--- src/rtl/rf_wb_arbiter_pkg.sv ---
// Shared definitions for the register-file writeback arbiter.
//   XLEN        register value width
//   REG_ADDR_W  architectural register address width
//   REG_ZERO    hard-wired zero register; writes to it are dropped
//   wb_src_e    identifies which writeback source won arbitration
package rf_wb_arbiter_pkg;

   localparam int XLEN       = 32;
   localparam int REG_ADDR_W = 5;

   localparam logic [REG_ADDR_W-1:0] REG_ZERO = '0;

   typedef enum logic {
      WB_SRC_ALU = 1'b0,
      WB_SRC_LSU = 1'b1
   } wb_src_e;

endpackage

--- src/rtl/rf_wb_arbiter_if.sv ---
// Writeback bus between the two result sources and the arbiter, plus the
// registered regfile write port the arbiter drives.
//   wb_hold                          pipeline freeze
//   alu_valid/alu_rd/alu_data/alu_ready  source 0 handshake
//   lsu_valid/lsu_rd/lsu_data/lsu_ready  source 1 handshake
//   rf_we/rf_addr_rd/rf_data_rd      regfile write port
// Modports: master = the source side (execute/memory stages), slave = arbiter.
interface rf_wb_arbiter_if #(
   parameter int XLEN   = 32,
   parameter int ADDR_W = 5
);
   logic              wb_hold;
   logic              alu_valid;
   logic [ADDR_W-1:0] alu_rd;
   logic [XLEN-1:0]   alu_data;
   logic              alu_ready;
   logic              lsu_valid;
   logic [ADDR_W-1:0] lsu_rd;
   logic [XLEN-1:0]   lsu_data;
   logic              lsu_ready;
   logic              rf_we;
   logic [ADDR_W-1:0] rf_addr_rd;
   logic [XLEN-1:0]   rf_data_rd;

   modport master (
      output wb_hold, alu_valid, alu_rd, alu_data, lsu_valid, lsu_rd, lsu_data,
      input  alu_ready, lsu_ready, rf_we, rf_addr_rd, rf_data_rd
   );

   modport slave (
      input  wb_hold, alu_valid, alu_rd, alu_data, lsu_valid, lsu_rd, lsu_data,
      output alu_ready, lsu_ready, rf_we, rf_addr_rd, rf_data_rd
   );
endinterface

--- src/rtl/rf_wb_arbiter.sv ---
// Shares the single regfile write port between the ALU (src0) and the load
// unit (src1). Loads win conflicts unless the ALU has already been denied
// MAX_WAIT consecutive cycles. The winner is registered and written the
// following cycle; writes to x0 complete the handshake but never assert rf_we.
// Ports:
//   clk, reset     clock, synchronous active-high reset
//   bus            writeback interface (slave side)
//   conflict_cnt   saturating count of cycles with both sources valid
module rf_wb_arbiter
   import rf_wb_arbiter_pkg::*;
#(
   parameter int XLEN     = rf_wb_arbiter_pkg::XLEN,
   parameter int ADDR_W   = REG_ADDR_W,
   parameter int MAX_WAIT = 4,
   parameter int CNT_W    = 16
) (
   input  logic             clk,
   input  logic             reset,
   rf_wb_arbiter_if.slave   bus,
   output logic [CNT_W-1:0] conflict_cnt
);

   logic              alu_gnt;
   logic              lsu_gnt;
   logic              force_alu;
   wb_src_e           winner;
   logic [ADDR_W-1:0] win_rd;
   logic [XLEN-1:0]   win_data;

   logic [3:0]        wait_cnt_d, wait_cnt_q;
   logic [CNT_W-1:0]  conflict_cnt_d, conflict_cnt_q;
   logic              rf_we_d, rf_we_q;
   logic [ADDR_W-1:0] rf_addr_d, rf_addr_q;
   logic [XLEN-1:0]   rf_data_d, rf_data_q;

   assign force_alu = (wait_cnt_q == 4'(MAX_WAIT));

   // Grants depend only on valids, hold and the starvation counter, so the
   // sources never see a ready that is a function of their own rd/data.
   always_comb begin
      alu_gnt = 1'b0;
      lsu_gnt = 1'b0;
      if (!reset && !bus.wb_hold) begin
         if (bus.alu_valid && (!bus.lsu_valid || force_alu)) begin
            alu_gnt = 1'b1;
         end else if (bus.lsu_valid) begin
            lsu_gnt = 1'b1;
         end
      end
   end

   assign bus.alu_ready = alu_gnt;
   assign bus.lsu_ready = lsu_gnt;

   assign winner   = alu_gnt ? WB_SRC_ALU : WB_SRC_LSU;
   assign win_rd   = (winner == WB_SRC_ALU) ? bus.alu_rd   : bus.lsu_rd;
   assign win_data = (winner == WB_SRC_ALU) ? bus.alu_data : bus.lsu_data;

   always_comb begin
      rf_we_d   = 1'b0;
      rf_addr_d = rf_addr_q;
      rf_data_d = rf_data_q;
      if (alu_gnt || lsu_gnt) begin
         // x0 target: capture address/data anyway, just suppress the enable
         rf_we_d   = (win_rd != ADDR_W'(REG_ZERO));
         rf_addr_d = win_rd;
         rf_data_d = win_data;
      end
   end

   always_comb begin
      wait_cnt_d = wait_cnt_q;
      if (!bus.wb_hold) begin
         if (!bus.alu_valid || alu_gnt) begin
            wait_cnt_d = '0;
         end else begin
            wait_cnt_d = wait_cnt_q + 4'd1;
         end
      end
   end

   // Counts contention independently of hold: it measures demand, not grants.
   always_comb begin
      conflict_cnt_d = conflict_cnt_q;
      if (bus.alu_valid && bus.lsu_valid && (conflict_cnt_q != '1)) begin
         conflict_cnt_d = conflict_cnt_q + 1'b1;
      end
   end

   always_ff @(posedge clk) begin
      if (reset) begin
         wait_cnt_q     <= '0;
         conflict_cnt_q <= '0;
         rf_we_q        <= 1'b0;
         rf_addr_q      <= '0;
         rf_data_q      <= '0;
      end else begin
         wait_cnt_q     <= wait_cnt_d;
         conflict_cnt_q <= conflict_cnt_d;
         rf_we_q        <= rf_we_d;
         rf_addr_q      <= rf_addr_d;
         rf_data_q      <= rf_data_d;
      end
   end

   assign bus.rf_we      = rf_we_q;
   assign bus.rf_addr_rd = rf_addr_q;
   assign bus.rf_data_rd = rf_data_q;
   assign conflict_cnt   = conflict_cnt_q;

endmodule
--- src/flat_wrapper.sv ---
// flat-port wrapper written by rule: the top's interface ports become plain ports
module rf_wb_arbiter_flat import rf_wb_arbiter_pkg::*;
#(
   parameter int XLEN     = rf_wb_arbiter_pkg::XLEN,
   parameter int ADDR_W   = REG_ADDR_W,
   parameter int MAX_WAIT = 4,
   parameter int CNT_W    = 16
)
  (clk, reset, conflict_cnt, bus_wb_hold, bus_alu_valid, bus_alu_rd, bus_alu_data, bus_lsu_valid, bus_lsu_rd, bus_lsu_data, bus_alu_ready, bus_lsu_ready, bus_rf_we, bus_rf_addr_rd, bus_rf_data_rd);
  rf_wb_arbiter_if #(.XLEN(XLEN), .ADDR_W(ADDR_W)) bus_i ();
  input  logic clk;
  input  logic reset;
  output logic [CNT_W-1:0] conflict_cnt;
  input wire logic [$bits(bus_i.wb_hold)-1:0] bus_wb_hold;
  input wire logic [$bits(bus_i.alu_valid)-1:0] bus_alu_valid;
  input wire logic [$bits(bus_i.alu_rd)-1:0] bus_alu_rd;
  input wire logic [$bits(bus_i.alu_data)-1:0] bus_alu_data;
  input wire logic [$bits(bus_i.lsu_valid)-1:0] bus_lsu_valid;
  input wire logic [$bits(bus_i.lsu_rd)-1:0] bus_lsu_rd;
  input wire logic [$bits(bus_i.lsu_data)-1:0] bus_lsu_data;
  output wire logic [$bits(bus_i.alu_ready)-1:0] bus_alu_ready;
  output wire logic [$bits(bus_i.lsu_ready)-1:0] bus_lsu_ready;
  output wire logic [$bits(bus_i.rf_we)-1:0] bus_rf_we;
  output wire logic [$bits(bus_i.rf_addr_rd)-1:0] bus_rf_addr_rd;
  output wire logic [$bits(bus_i.rf_data_rd)-1:0] bus_rf_data_rd;
  assign bus_i.wb_hold = bus_wb_hold;
  assign bus_i.alu_valid = bus_alu_valid;
  assign bus_i.alu_rd = bus_alu_rd;
  assign bus_i.alu_data = bus_alu_data;
  assign bus_i.lsu_valid = bus_lsu_valid;
  assign bus_i.lsu_rd = bus_lsu_rd;
  assign bus_i.lsu_data = bus_lsu_data;
  assign bus_alu_ready = bus_i.alu_ready;
  assign bus_lsu_ready = bus_i.lsu_ready;
  assign bus_rf_we = bus_i.rf_we;
  assign bus_rf_addr_rd = bus_i.rf_addr_rd;
  assign bus_rf_data_rd = bus_i.rf_data_rd;
  rf_wb_arbiter #(.XLEN(XLEN), .ADDR_W(ADDR_W), .MAX_WAIT(MAX_WAIT), .CNT_W(CNT_W)) u_core (.clk(clk), .reset(reset), .bus(bus_i), .conflict_cnt(conflict_cnt));
endmodule
--- config.mk ---
export PLATFORM = sky130hd
export DESIGN_NAME = rf_wb_arbiter_flat
export DESIGN_NICKNAME = d
export VERILOG_FILES = /design/src/rtl/rf_wb_arbiter_pkg.sv /design/src/rtl/rf_wb_arbiter_if.sv /design/src/rtl/rf_wb_arbiter.sv /design/src/flat_wrapper.sv
export SDC_FILE = /design/constraint.sdc
export NUM_CORES = 1
export LEC_CHECK = 0
export BUFFER_PORTS_ARGS = -buffer_cell sky130_fd_sc_hd__buf_2
export CAP_MARGIN = 40
export CORE_ASPECT_RATIO = 1.5
export CORE_MARGIN = 1.5
export CORE_UTILIZATION = 40
export CTS_CLUSTER_DIAMETER = 60
export DETAILED_ROUTE_END_ITERATION = 16
export PLACE_DENSITY = 0.74
export REMOVE_ABC_BUFFERS = 1
export SLEW_MARGIN = 20
export SYNTH_ARGS = -nofsm -noshare
export SYNTH_HDL_FRONTEND = slang
export SYNTH_SLANG_ARGS = --single-unit
--- constraint.sdc ---
create_clock -name clk -period 1.85 [get_ports clk]
set_input_delay 0.185 -clock clk [delete_from_list [all_inputs] [get_ports clk]]
set_output_delay 0.185 -clock clk [all_outputs]
set_load 0.01 [all_outputs]
# [After elaboration in Yosys (flattened, before gate mapping)]
# Cells that the tools add are included.
# W data, S select, Z words.
[totals] word_cells=31 inputBits=79 out_inout_bits=56 ff_bits=58
[op_classes] bitwise_logic=1 eq_ne=2 n_addsub=2 muxes=8 n_reduce_logical=13
[op_table] op="$mux W32" n=1
[op_table] op="$add A16 B1 Y16 const B" n=1
[op_table] op="$ne A16 B16 Y1 const B" n=1
[op_table] op="$mux W1" n=5
[op_table] op="$mux W5" n=1
[op_table] op="$reduce_bool A5 Y1" n=1
[op_table] op="$add A4 B1 Y4 const B" n=1
[op_table] op="$eq A4 B3 Y1 const B" n=1
[op_table] op="$logic_and A1 B1 Y1" n=4
[op_table] op="$logic_not A1 Y1" n=4
[op_table] op="$mux W4" n=1
[op_table] op="$logic_or A1 B1 Y1" n=3
[op_table] op="$reduce_or A2 Y1" n=1
[op_table] op="$not A1 Y1" n=1

# [Longest topological paths before layout]
[logic_depth] word_depth=8 ltp_mapped=8 mapped_depth_nobuf=6

# [Worst setup path after synthesis]
# Ideal clock, no wire load.
[synth_path] path_kind="register to register" startpoint="register u_core.conflict_cnt_q[0] (netlist: u_core.conflict_cnt[0])" endpoint="register u_core.conflict_cnt_q[14] (netlist: u_core.conflict_cnt[14])" n_path_buf=0 synth_period_minus_slack_ns=1.851 setup_slack_ns=-0.001 required_ns=1.715 setup_time_ns=0.135 arrival_ns=1.715 path_stages_with_launch=6 path_cell_list="dfxtp_1 -> ha_1 -> nand2_1 -> or4_1 -> o311ai_0 -> o41ai_1"
[synth_between] elab_chain_len=2 elab_cells_between_ends=3 classes_between="add/sub: 1; eq/ne: 1; reduce/logical: 1"
[synth_rtl] item="start, declared" line_no="rf_wb_arbiter.sv:31" rtl="logic [CNT_W-1:0] conflict_cnt_d, conflict_cnt_q;"
[synth_rtl] item="start signal, assigned" line_no="rf_wb_arbiter.sv:99" rtl="conflict_cnt_q <= conflict_cnt_d;"
[synth_rtl] item="branches (longest 2 deep; another with $add A16 B1 Y16)"
# Parallel ways; which one is timed is not known.
# A chain may end at the register's enable or synchronous reset.

# [Final worst setup path]
[layout_path] startpoint="register u_core.wait_cnt_q[0]" endpoint="output bus_alu_ready"
[layout_between] elab_chain_len=5
[layout_rtl] item="start, declared" line_no="rf_wb_arbiter.sv:30" rtl="logic [3:0] wait_cnt_d, wait_cnt_q;"
[layout_rtl] item="start signal, assigned" line_no="rf_wb_arbiter.sv:98" rtl="wait_cnt_q <= wait_cnt_d;"
[layout_rtl] item="$eq A4 B3 Y1" line_no="rf_wb_arbiter.sv:36" rtl="assign force_alu = (wait_cnt_q == 4'(MAX_WAIT));"
[layout_rtl] item="$logic_or A1 B1 Y1" line_no="rf_wb_arbiter.sv:44" rtl="if (bus.alu_valid && (!bus.lsu_valid || force_alu)) begin"
[layout_rtl] item="$logic_and A1 B1 Y1" line_no="rf_wb_arbiter.sv:44"
[layout_rtl] item="$mux W1" line_no="rf_wb_arbiter.sv:44"
[layout_rtl] item="$mux W1" line_no="rf_wb_arbiter.sv:43" rtl="if (!reset && !bus.wb_hold) begin"
[layout_rtl] item="end, declared" line_no="flat_wrapper.sv:21" rtl="output wire logic [$bits(bus_i.alu_ready)-1:0] bus_alu_ready;"
# Every way passes these cells.

==> metrics.md <==
| Metric | Value |
|---|---|
| Status | `completed` |
| Initial DRC count | `147` |
| CP arrival | `1.63 ns` |
| Crit path depth | `7` |
| Total Wirelength | `8810 um` |
| Placement row count | `36` |
| Seq/Total Area, Yosys | `between 40 and 50%` |
| Tot Pwr | `3200 uW` |
| Syn Std Cell Area | `~2700 um^2` |
| Crit-path slowest cell | `dfxtp_4` |
| Post-synth EDFFs | `0` |
| Main synth FF type | `dfxtp_1` |
| Die width | `70.5 um` |
| PortBufs | `134` |
| CTS max path bufs | `2` |
| Top cell type by total area after synthesis | `dfxtp_1` |
| Delay-heaviest family, CP | `flip-flops` |
| Leakage | `0.00172 uW` |
| Root buffer cell | `clkbuf_8` |
| Global-route wire length before repair | `14300 um` |
| All-Layer GR Usage | `between 20% and 30%` |
| Vias | `3238` |
| Data required time of the critical path | `between 1.5 and 2 ns` |
| Num ports | `135` |
| Fill count | `592` |
| Slew margin rel. | `70.1%` |
| Buf+Inv Stages, Crit Path | `3` |
| Largest net degree at the start of global routing | `42` |
| CP startpoint kind | `flop` |
| Synth-to-layout area growth | `44.9%` |
| Fmax | `0.552 GHz` |
| Ant diodes | `0` |
| Reg2reg path depth | `5` |
| Post-route minimum period | `1.81 ns` |
| Yosys warnings | `0` |
| Sink Count | `58` |
| Tightest Pin Transition | `0.448 ns` |
| Placer Congestion | `0.990` |
| Layout Cells excl Fill | `roughly 580` |
| First-pass DRT Iterations | `4` |
| Final clock skew | `between 0.007 and 0.008 ns` |
| Worst stage delay on the critical path | `about 0.37 ns` |
| DR DRC count | `0` |
| Crit path cell chain | `inv_4, ha_4, nand3b_1, a21bo_4, buf_12, nor3_4, buf_2` |
| RSZ-0062 raised after global routing | `yes` |
| Final HPWL DP | `6040 um` |
| Cts hold-fix bufs | `0` |
| Post-route setup TNS | `0 ns` |
| Most frequent cells in the layout | `134 x buf_2, 66 x nor3_1, 54 x dfxtp_1` |
| Slew Viols, Final | `0` |
| Post-Syn Area per Cell | `7.76 um^2` |
| Initial antenna violation count | `0` |
| Hold WC Path Type | `in -> reg` |
| CTS Buf Count | `9` |
| Final setup fails | `0` |
| Final period utilization | `97.9%` |
| Routed length per placed instance | `around 15 um` |
| Worst Path Max Fanout | `4` |
| Final hold vios | `0` |
| Number of global-route vias before repair | `3187` |
| Worst-skew pair later-pin latency | `~0.34 ns` |
| Maximum vdd drop | `0.000459 V` |
| Mapped Cells | `352` |
| Clock transition at path regs | `0.07 ns` |
| DRT antenna net count | `0` |
| Placed insts | `555` |
| Synth top area share | `42.5%` |
| Nets | `577` |
| Synth Register Bits | `slightly below 60` |
| Initial core utilization | `41.8%` |
| Max Cap Viol | `0` |
| Core Box Area | `6530 um^2` |
| Grt total ovfl | `0` |
| Most common cell after layout, fill and taps aside | `buf_2` |
| Crit Path Class | `reg -> out` |
| CTS H-tree lvls | `3` |
| Share of layout cells above drive strength 1 | `40.2%` |
| Die area | `7340 um^2` |
| Async SR Flop Fraction | `0%` |
| Netlist cell types | `39` |
| Hold path depth | `3` |
| Die H | `104 um` |
| Power Density | `between 800 and 900 nW/um^2` |
| CP endpoint kind | `output port` |
| CTS tree | `built` |
| Drt via density | `5.62` |
| Most area-consuming cells after synthesis | `dfxtp_1 43%, nor3_1 12%, nor4_1 7.6%` |
==> power breakdown <==
group / switching (uW) / internal, uW
sequential: 31.9 / 1300
combinational: 243 / 198
clock: 531 / 891
total: 806 / 2390
==> through the flow <==
stage / hold slack [ns] / utilization [%] / setup WS (ns) / instance area, um^2
floorplan: 0.254 / - / -1.38 / 2610
global placement: 0.459 / 54.8 / 0.0178 / 3580
detailed placement: 0.467 / 54.8 / -0.0264 / 3580
CTS: 0.110 / 58.9 / 0.0134 / 3850
global route: 0.124 / 60.6 / -0.00886 / 3960
finish: 0.125 / 60.6 / 0.0380 / 3960
==> worst paths after layout <==
kind | start | end | slack [ns]
worst min-delay path | bus_lsu_rd[4] | u_core.bus.rf_addr_rd[4]$_SDFFE_PP0P_ | 0.13
worst max register to register | u_core.conflict_cnt[0]$_SDFFE_PP0P_ | u_core.conflict_cnt[15]$_SDFFE_PP0P_ | 0.11
worst max-delay path | u_core.wait_cnt_q[0]$_SDFFE_PP0N_ | bus_alu_ready | 0.04
worst min register to register | u_core.bus.rf_data_rd[28]$_SDFFE_PP0P_ | u_core.bus.rf_data_rd[28]$_SDFFE_PP0P_ | 0.49
==> synth_stat cells (all sizes together) (2+ instances only) <==
master,number
nand4,5
or2,2
and4,2
o21ai,10
o31ai,3
inv,7
nor2,44
dfxtp,58
nor3,67
buf,6
a21oi,13
nand4b,2
nor4,33
or3,9
xor2,2
nand2,23
clkbuf,24
or4,6
o41ai,4
nand3,7
ha,3
a311oi,5
o311ai,4
nand2b,2
==> sequential cells by signal, indices dropped and copies added (netlist names) <==
name                   count
u_core.bus.rf_addr_rd      5
u_core.bus.rf_data_rd     32
u_core.bus.rf_we           1
u_core.conflict_cnt       16
u_core.wait_cnt_q          4
==> kinds of logic (layout without fill, tap and decap cells) <==
family	after synthesis	in the layout	share of synthesized area (%)
flops	58	58	42.5
fa+ha+maj	3	3	1.37
simple gates	206	206	38.8
xor+xnor	3	3	0.962
buf+inv	37	185	5.36
compound gates	45	45	11.0
==> final cells by class <==
cell class                      count  area [um^2]  area share [%]
Inverter                            7         28.8           0.727
Clock buffer                        9          124            3.13
Sequential cell                    58         1170            29.6
Timing Repair Buffer              162          923            23.3
Tap cell                           76         95.1            2.40
Clock inverter                      7          118            2.97
Multi-Input combinational cell    257         1500            37.9
==> layer usage <==
layer	global-route usage [%]	share of wire [%]
met1	27.7	40
met5	0	0
met3	5.14	7.1
met4	10.4	1.3
met2	41.6	52
==> worst register-to-register path, cell delays in order, from the launching register on <==
cell	delay (ns)
dfxtp_4	0.36
buf_4	0.12
nand3_1	0.08
or4_4	0.56
or4_4	0.43
a21oi_2	0.12
==> repair_timing <==
item / 4_1_cts / 5_1_grt
setup endpoints to repair: 3 / 5
endpoints found under the hold margin: 0 / 0
pin swaps: 1 / 4
resized for setup: 8 / 17
cloned: 0 / 1
setup buffers: 1 / 3
No activity file was read; power rests on OpenSTA's default activity.
